**src/rtl/register_reader_pkg.sv**
```systemverilog
// -----------------------------------------------------------------------------
// register_reader_pkg
// Shared definitions for the register reader:
//   - register index constants (AX..DI in register-file order)
//   - write_part encodings used by the register-file write port
//   - reader state enum and the index of the final burst beat
// -----------------------------------------------------------------------------
package register_reader_pkg;

   localparam logic [2:0] REG_AX = 3'd0;
   localparam logic [2:0] REG_CX = 3'd1;
   localparam logic [2:0] REG_DX = 3'd2;
   localparam logic [2:0] REG_BX = 3'd3;
   localparam logic [2:0] REG_SP = 3'd4;
   localparam logic [2:0] REG_BP = 3'd5;
   localparam logic [2:0] REG_SI = 3'd6;
   localparam logic [2:0] REG_DI = 3'd7;

   localparam logic [1:0] PART_NONE = 2'b00;
   localparam logic [1:0] PART_LO   = 2'b01;
   localparam logic [1:0] PART_HI   = 2'b10;
   localparam logic [1:0] PART_W    = 2'b11;

   // A burst always walks the whole file; this is the index of its final beat.
   localparam logic [2:0] LAST_BEAT = REG_DI;

   typedef enum logic [1:0] {
      IDLE   = 2'd0,
      SINGLE = 2'd1,
      BURST  = 2'd2
   } reader_state_t;

endpackage

```
**src/rtl/register_reader_bypass_merge.sv**
```systemverilog
// -----------------------------------------------------------------------------
// reg_bypass_merge
// Combinational bypass: returns the value register k will hold after this
// cycle's register-file write, so a read issued alongside a write sees it.
// Ports:
//   value      - current contents of register k
//   we         - register-file write enable this cycle
//   write_part - which bytes the write touches (PART_LO/PART_HI/PART_W)
//   write_id   - register index being written
//   write_data - write data (byte lanes chosen by write_part)
//   k          - register index this instance is merging for
//   merged     - value of register k with the concurrent write applied
// -----------------------------------------------------------------------------
module reg_bypass_merge
   import register_reader_pkg::*;
(
   input  logic [15:0] value,
   input  logic        we,
   input  logic [1:0]  write_part,
   input  logic [2:0]  write_id,
   input  logic [15:0] write_data,
   input  logic [2:0]  k,
   output logic [15:0] merged
);

   // NOTE: every variable written in an always_comb gets a default first, so
   // no path through the block can leave it unassigned and infer a latch.
   always_comb begin
      merged = value;
      if (we && (write_id == k)) begin
         case (write_part)
            PART_LO: merged[7:0]  = write_data[7:0];
            PART_HI: merged[15:8] = write_data[15:8];
            PART_W:  merged       = write_data;
            default: ;
         endcase
      end
   end

endmodule

```
**src/rtl/register_reader.sv**
```systemverilog
// -----------------------------------------------------------------------------
// register_reader
// Reads the 8 x 16-bit general register file on request, with a bypass from
// the concurrent register-file write. A request is either a single word read,
// a single byte read (AL..BL / AH..BH encoding, zero-extended), or a burst of
// all eight words in index order. Responses are registered (1-cycle latency)
// and held stable under backpressure; burst beats stream without bubbles.
// Ports:
//   clk, reset                     - clock, synchronous active-high reset
//   registers                      - current register-file contents, [k] = reg k
//   we, write_part, write_id,
//   write_data                     - register-file write port this cycle (bypass)
//   req_valid/req_ready            - request handshake
//   req_id, req_byte, req_burst    - request register, byte encoding, burst flag
//   rsp_valid/rsp_ready            - response handshake
//   rsp_data, rsp_last             - response word, final-beat marker
// -----------------------------------------------------------------------------
module register_reader
   import register_reader_pkg::*;
(
   input  logic             clk,
   input  logic             reset,
   input  logic [7:0][15:0] registers,
   input  logic             we,
   input  logic [1:0]       write_part,
   input  logic [2:0]       write_id,
   input  logic [15:0]      write_data,
   input  logic             req_valid,
   output logic             req_ready,
   input  logic [2:0]       req_id,
   input  logic             req_byte,
   input  logic             req_burst,
   output logic             rsp_valid,
   input  logic             rsp_ready,
   output logic [15:0]      rsp_data,
   output logic             rsp_last
);

   reader_state_t state, state_nxt;
   logic [2:0]    beat_cnt, beat_cnt_nxt;
   logic [15:0]   sp_snap, sp_snap_nxt;
   logic          rsp_valid_nxt;
   logic [15:0]   rsp_data_nxt;
   logic          rsp_last_nxt;

   logic [2:0]    sel_idx;
   logic [2:0]    next_beat;
   logic [15:0]   sel_merged;
   logic [15:0]   sp_merged;

   assign next_beat = beat_cnt + 3'd1;

   // Only one register is ever read per edge: the request target while idle,
   // or the beat about to be loaded while bursting. Byte reads of ids 4-7 map
   // onto the high byte of registers 0-3.
   always_comb begin
      sel_idx = req_id;
      if (state == BURST)
         sel_idx = next_beat;
      else if (req_burst)
         sel_idx = REG_AX;
      else if (req_byte)
         sel_idx = {1'b0, req_id[1:0]};
   end

   reg_bypass_merge u_sel_merge (
      .value      (registers[sel_idx]),
      .we         (we),
      .write_part (write_part),
      .write_id   (write_id),
      .write_data (write_data),
      .k          (sel_idx),
      .merged     (sel_merged)
   );

   // SP is snapshotted when a burst is accepted; beat 4 replays that snapshot
   // so a burst sees a consistent stack pointer even if SP moves mid-burst.
   reg_bypass_merge u_sp_merge (
      .value      (registers[REG_SP]),
      .we         (we),
      .write_part (write_part),
      .write_id   (write_id),
      .write_data (write_data),
      .k          (REG_SP),
      .merged     (sp_merged)
   );

   assign req_ready = (state == IDLE);

   always_comb begin
      state_nxt     = state;
      beat_cnt_nxt  = beat_cnt;
      sp_snap_nxt   = sp_snap;
      rsp_valid_nxt = rsp_valid;
      rsp_data_nxt  = rsp_data;
      rsp_last_nxt  = rsp_last;

      case (state)
         IDLE: begin
            if (req_valid) begin
               rsp_valid_nxt = 1'b1;
               if (req_burst) begin
                  state_nxt    = BURST;
                  beat_cnt_nxt = 3'd0;
                  sp_snap_nxt  = sp_merged;
                  rsp_data_nxt = sel_merged;
                  rsp_last_nxt = 1'b0;
               end else begin
                  state_nxt    = SINGLE;
                  rsp_last_nxt = 1'b1;
                  if (req_byte)
                     rsp_data_nxt = req_id[2] ? {8'h00, sel_merged[15:8]}
                                              : {8'h00, sel_merged[7:0]};
                  else
                     rsp_data_nxt = sel_merged;
               end
            end
         end

         SINGLE: begin
            if (rsp_ready) begin
               state_nxt     = IDLE;
               rsp_valid_nxt = 1'b0;
               rsp_last_nxt  = 1'b0;
            end
         end

         BURST: begin
            if (rsp_ready) begin
               if (beat_cnt == LAST_BEAT) begin
                  state_nxt     = IDLE;
                  rsp_valid_nxt = 1'b0;
                  rsp_last_nxt  = 1'b0;
               end else begin
                  // Next beat loads on the completing edge: no bubble.
                  beat_cnt_nxt = next_beat;
                  rsp_data_nxt = (next_beat == REG_SP) ? sp_snap : sel_merged;
                  rsp_last_nxt = (next_beat == LAST_BEAT);
               end
            end
         end

         default: begin
            state_nxt     = IDLE;
            rsp_valid_nxt = 1'b0;
            rsp_last_nxt  = 1'b0;
         end
      endcase
   end

   // NOTE: state registers use non-blocking assignments so every flop samples
   // the pre-edge values regardless of statement order.
   always_ff @(posedge clk) begin
      if (reset) begin
         state     <= IDLE;
         beat_cnt  <= 3'd0;
         sp_snap   <= 16'h0000;
         rsp_valid <= 1'b0;
         rsp_data  <= 16'h0000;
         rsp_last  <= 1'b0;
      end else begin
         state     <= state_nxt;
         beat_cnt  <= beat_cnt_nxt;
         sp_snap   <= sp_snap_nxt;
         rsp_valid <= rsp_valid_nxt;
         rsp_data  <= rsp_data_nxt;
         rsp_last  <= rsp_last_nxt;
      end
   end

endmodule

```
**config.mk**
```make
export PLATFORM = sky130hd
export DESIGN_NAME = register_reader
export DESIGN_NICKNAME = d
export VERILOG_FILES = /design/src/rtl/register_reader_pkg.sv /design/src/rtl/register_reader_bypass_merge.sv /design/src/rtl/register_reader.sv
export SDC_FILE = /design/constraint.sdc
export NUM_CORES = 1
export LEC_CHECK = 0
export BUFFER_PORTS_ARGS = -buffer_cell sky130_fd_sc_hd__buf_2
export CORE_MARGIN = 1.5
export CORE_UTILIZATION = 35
export CTS_BUF_LIST = sky130_fd_sc_hd__clkbuf_2 sky130_fd_sc_hd__clkbuf_4 sky130_fd_sc_hd__clkbuf_8
export DETAILED_ROUTE_END_ITERATION = 7
export GPL_TIMING_DRIVEN = 0
export SLEW_MARGIN = 20
export SYNTH_ARGS = -nofsm -noshare
export SYNTH_HDL_FRONTEND = slang
export SYNTH_SLANG_ARGS = --single-unit
export TNS_END_PERCENT = 30
```
**constraint.sdc**
```tcl
create_clock -name clk -period 3.7 [get_ports clk]
set_input_delay 0.555 -clock clk [delete_from_list [all_inputs] [get_ports clk]]
set_output_delay 0.555 -clock clk [all_outputs]
set_load 0.05 [all_outputs]
```
==> After elaboration in Yosys (flattened, before gate mapping) <==
Cells that the tools add are included.
{ "op_classes": {"reduce_logical": 11, "n_lt_le_gt_ge": 1, "addsub": 1, "n_mux": 40, "n_eq_ne": 16} }
{ "op_table": {"columns": ["cell", "count"], "rows": [
  ["16-bit two-way mux", 9],
  ["16-bit binary-select mux with 3-bit select", 1],
  ["8-bit two-way mux", 5],
  ["16-bit one-hot mux with 2 select lines", 1],
  ["3-bit two-way mux", 7],
  ["3-bit equality test (second input constant)", 4],
  ["2-bit two-way mux", 5],
  ["1-bit two-way mux", 8],
  ["2-bit inequality test (second input constant)", 4],
  ["4-bit AND reduction", 2],
  ["2-bit equality test (second input constant)", 3],
  ["1-bit one-hot mux with 3 select lines", 2],
  ["2-bit one-hot mux with 3 select lines", 1],
  ["3-bit one-hot mux with 2 select lines", 1],
  ["3-bit AND reduction", 2],
  ["5-bit AND reduction", 1],
  ["2-bit by 1-bit equality test with 1-bit output (second input constant)", 2],
  ["3-bit by 4-bit less-than comparator with 1-bit output (second input constant)", 1],
  ["2-bit by 1-bit inequality test with 1-bit output (second input constant)", 2],
  ["2-bit OR reduction", 2],
  ["3-bit by 1-bit adder with 3-bit output (second input constant)", 1],
  ["3-bit equality test", 1],
  ["1-bit logical AND", 2],
  ["2-bit logical NOT", 1],
  ["2-bit nonzero test", 1]
]} }
{ "totals": {"output_inout_bits": 19, "elab_cells": 75, "reg_bits": 39} }

==> Logic depth before layout (Yosys ltp) <==
{ "depth": {"ltp_word": 12, "mapped_depth": 10, "ltp_nobuf": 8} }

==> Hierarchy <==
A second synthesis with hierarchy kept.
{ "hier_totals": {"cells_unflattened": 403, "hier_area_um2": 3594.7} }
{ "modules_own_cells": {"columns": ["module", "cells_each", "instances", "seq_area_each_um2", "area_each_um2"], "rows": [
  ["register_reader", 357, 1, 780.7, 3081.7],
  ["reg_bypass_merge", 23, 2, 0.0, 256.5]
]} }

==> Worst setup path before layout <==
Ideal clock, no wire load.
{ "synth_path": {"kind": "register to register", "start": "register state[0]", "end": "register rsp_data[7]", "arrival_ns": 2.337, "setup_slack_ns": 1.240, "stages_incl_launch_ff": 9, "cell_sequence": "dfxtp_1 > buf_2 > nor2_1 > and4_1 > clkbuf_1 > nor2b_1 > nand4_4 > o21ai_0 > a211oi_1"} }
{ "synth_lines": {"columns": ["item", "line", "text"], "rows": [
  ["start: declaration", "register_reader.sv:39", "reader_state_t state, state_nxt;"],
  ["start signal: assignment", "register_reader.sv:162", "state <= state_nxt;"],
  ["2-bit logical NOT (*)", null, null],
  ["net req_ready", "register_reader.sv:29", "output logic req_ready,"],
  ["2-bit inequality test (no source line) / 2-bit nonzero test (equally long branches)", null, null],
  ["4-bit AND reduction (no source line)", null, null],
  ["end signal: assignment", "register_reader.sv:166", "rsp_data <= rsp_data_nxt;"],
  ["end: declaration", "register_reader.sv:35", "output logic [15:0] rsp_data,"]
]} }
Mark *: on every way through the listed nets, which the timed path passes. The rest lies on a longest branch. The select of a mux whose other input is x is not followed.
A chain may end at the register's enable or synchronous reset.

==> Worst setup path after layout <==
{ "layout_path": {"start": "register beat_cnt[0]", "end": "register rsp_data[6]"} }
{ "layout_between": {"elab_chain_len": 11} }
{ "layout_rtl": {"columns": ["item", "line", "text"], "rows": [
  ["start: declaration", "register_reader.sv:40", "logic [2:0] beat_cnt, beat_cnt_nxt;"],
  ["start signal: assignment", "register_reader.sv:163", "beat_cnt <= beat_cnt_nxt;"],
  ["3-bit by 1-bit adder with 3-bit output", "register_reader.sv:51", "assign next_beat = beat_cnt + 3'd1;"],
  ["3-bit two-way mux", "register_reader.sv:58", "if (state == BURST)"],
  ["16-bit binary-select mux with 3-bit select", "register_reader.sv:67", ".value (registers[sel_idx]),"],
  ["16-bit two-way mux (implied by the code)", "register_reader.sv:67", null],
  ["8-bit two-way mux", "register_reader_bypass_merge.sv:31", "case (write_part)"],
  ["16-bit two-way mux", "register_reader_bypass_merge.sv:30", "if (we && (write_id == k)) begin"],
  ["8-bit two-way mux", "register_reader.sv:112", "rsp_data_nxt = req_id[2] ? {8'h00, sel_merged[15:8]}"],
  ["16-bit two-way mux", "register_reader.sv:111", "if (req_byte)"],
  ["16-bit two-way mux", "register_reader.sv:102", "if (req_burst) begin"],
  ["16-bit two-way mux", "register_reader.sv:100", "if (req_valid) begin"],
  ["16-bit one-hot mux with 2 select lines", "register_reader.sv:98", "case (state)"]
]} }
Parallel ways exist; a longest one is shown, timed or not. The select of a mux whose other input is x is not followed.

==> impl_metrics.yaml <==
setup_path:
  crit_slowest_cell: "dfxtp_1"
  critPathLaunchType: "flip-flop"
  reg2reg_to: "rsp_data[6]"
  crit_required_ns: 3.90
  arrival_ns: 2.97
  critPathKind: "reg2reg"
  critical_path_peak_fanout: 10
  cp.buffers_inverters: 2
  crit_start: "beat_cnt[0]"
  critPathTopFamily: "compound AO/OA/AOI/OAI gates"
  cp-end-kind: "flip-flop"
  rr_worst_depth: 10
  slowest_delay_ns: 0.35
  r2r-start: "beat_cnt[0]"
  crit_chain: "ha_1 -> ha_1 -> nor3b_2 -> a31oi_1 -> buf_2 -> buf_2 -> nand2_1 -> a32oi_1 -> a31oi_1 -> a311oi_1"
  r2r_slack_ns: 0.93
detailed_routing:
  routedWlPerCell_um: 18.36
  vias_per_cell: 5.698
  antenna_left: 0
  post-route-drc-count: 0
  routed_wl_um: 14730
  num_vias: 4570
  drt_iter0_markers: 303
  dr.pass1.iters: 5
global_routing:
  track_usage: 0.2670
  overflow: 0
  grt_antenna_before_repair: 0
  grt_max_degree: 14
  grt_pass1_wl_um: 23050
  grt_pass1_vias: 4421
worst_hold_path:
  hold_path_startpoint: "rsp_valid"
  hold_end: "rsp_valid"
  hold_class: "reg2reg"
  hold_depth: 2
synthesis:
  yosysWarningCount: 0
  synth_seq_cells: 39
  synth_nets: 647
  async_flop_share: 0
  yosysTopAreaCell: "dfxtp_1"
  synth.distinct_cells: 54
  synth_area_leaders: "dfxtp_1 22%, mux2i_1 11%, nand2_1 9.5%"
  ys_seq_area_frac: 0.2193
  netlist_area_sq_mm: 0.003560
  synth.top_cell.area_share: 0.2193
  yosys_most_used_dff: "dfxtp_1"
  synth_cells: 484
  synth_edf_count: 0
  syn_avg_cell_area_sq_um: 7.355
place:
  io_buffer_count: 177
  gp_congestion: 0.8857
  hpwl_um: 11750
sta:
  hold_violations: 0
  rsz0062_at_grt: "no"
  relSlewSlack: 0.2357
  finalSetupViolCount: 0
  max_freq_mhz: 360.6
  worstMarginPinSlew_ns: 1.144
  finalCritPeriodShare: 0.7494
  holdWs_ns: 0.4833
  period_needed_ns: 2.773
  fin_skew_ns: 0.005671
  slew_violations: 0
  finalSetupTns_ns: 0
power_and_ir_drop:
  power_leakage_nw: 2.242
  power.share.combinational: 0.419
  ir_drop_mv: 0.1320
  power.internal_mw: 0.8885
  switchingPower_mw: 0.5950
  seqPwrFrac: 0.331
  power_density_mw_per_mm2: 314.0
  switching_share: 0.4011
  clockPowerShare: 0.250
layout:
  syn_to_final_growth_pct: 32.72
  layout-drive-gt1-share: 0.3423
  diodes: 0
  nets: 831
die:
  rows: 36
  initial_core_util: 0.3625
  die-area_sq_mm: 0.01078
  ios: 178
  core_area_sq_mm: 0.009819
  dieHeight_um: 103.9
  die_w_um: 103.9
clock_network:
  ctsHoldBuffers: 0
  postCtsSetupBuffers: 0
  clk_latency_ns: 0.30
  numCtsBuffers: 5
  cts_sinks: 39
  htreeDepth: 2
  root_buffer: "clkbuf_8"
  clk_pin_slew_worst_paths_ns: 0.08
  cts_max_path_buffers: 2
  ctsResizeCount: 0
  tritoncts: "yes"
outcome:
  outcome: "finished clean"
run:
  max-cap-violations: 0
==> area by class of cell <==
cell class | count | area [sq um]
clock buffer | 5 | 68.82
clock inverter | 3 | 43.79
buffer | 34 | 176.4
sequential | 39 | 780.7
fill | 1055 | 5095
multi-input combinational | 407 | 2587
timing repair buffer | 177 | 885.9
tap | 133 | 166.4
inverter | 4 | 15.01
==> registers in the layout, summed over array words and instances (netlist names) <==
signal / flops
state: 2
rsp_data: 16
rsp_last: 1
sp_snap: 16
rsp_valid: 1
beat_cnt: 3
==> layout by cell type, fill, tap and decap left out, types with 5 or more instances in the layout <==
cell type	Yosys	routed
a311oi_1	7	7
a31oi_1	11	11
nand4_1	8	8
buf_2	20	197
nor3_1	17	17
a211oi_1	25	25
clkbuf_8	0	5
dfxtp_1	39	39
nand2b_1	5	5
nor2_1	54	54
mux2i_1	40	40
a21oi_1	25	25
a32oi_1	24	24
clkbuf_1	7	7
nand3_1	22	22
a41o_1	7	7
a221oi_2	7	7
nand2_1	90	90
o21ai_1	7	7
or3_1	7	7
==> metal layers <==
metal  up-vias  part of all wire  GRT usage
li1       2202                 -          -
met5         -                 0          0
met2       235              0.46     0.4409
met1      2113              0.44     0.3559
met3        20             0.077    0.04699
met4         0             0.019    0.07738
==> worst reg2reg max path: cells and delay by family, from the launching register on <==
kind	cells	cell delay, ns
simple gates	2	0.15
flops	1	0.35
buf+inv	2	0.63
compound gates	4	0.99
fa+ha+maj	2	0.56
==> power by group through the flow <==
stage          Sequential (mW)  Clock [mW]  Combinational [mW]
2_1_floorplan            0.577           0               0.309
3_3_place_gp             0.500           0               0.608
3_5_place_dp             0.500           0               0.612
4_1_cts                  0.490       0.371               0.615
5_1_grt                  0.496       0.393               0.671
6_report                 0.491       0.371               0.621
==> cells by family (layout without fill, tap and decap cells) <==
family,count (synthesis),after routing,share of synthesized area
xor gates and xnor gates,2,2,0.004922
buffers and inverters,38,223,0.05378
adders and majority gates,4,4,0.01406
AOI/OAI and AO/OA,137,137,0.3030
muxes,40,40,0.1125
and+or+nand+nor,224,224,0.2924
DFF,39,39,0.2193
==> cells in the mapped netlist, types with 5 or more instances <==
library cell	number
dfxtp_1	39
nor3_1	17
o21ai_1	7
a311oi_1	7
clkbuf_1	7
nand3_1	22
nand2b_1	5
a21oi_1	25
or3_1	7
nand4_1	8
buf_2	20
nand2_1	90
mux2i_1	40
nor2_1	54
a221oi_2	7
a31oi_1	11
a32oi_1	24
a211oi_1	25
a41o_1	7
==> stage by stage <==
step	worst slack, ns	total power [mW]	util	instance area, sq um	cells
after detailed placement	0.9537	1.112	0.4697	4612	794
after global placement	0.9849	1.107	0.4697	4612	794
after CTS	0.9263	1.476	0.4811	4725	802
after global routing	0.6673	1.560	0.4811	4725	802
after floorplan	1.240	0.8860	-	3560	484
final	0.9271	1.484	0.4811	4725	802
==> worst max-delay path by stage <==
| stage | end | cells past startpoint |
|---|---|---|
| 6_report | rsp_data[6] | 10 |
| 5_1_grt | rsp_data[4] | 10 |
| 4_1_cts | rsp_data[4] | 10 |
| 3_5_place_dp | rsp_data[4] | 10 |
| 3_3_place_gp | rsp_data[6] | 10 |
| 2_1_floorplan | rsp_data[7] | 8 |
(Power assumes the default switching activity.)
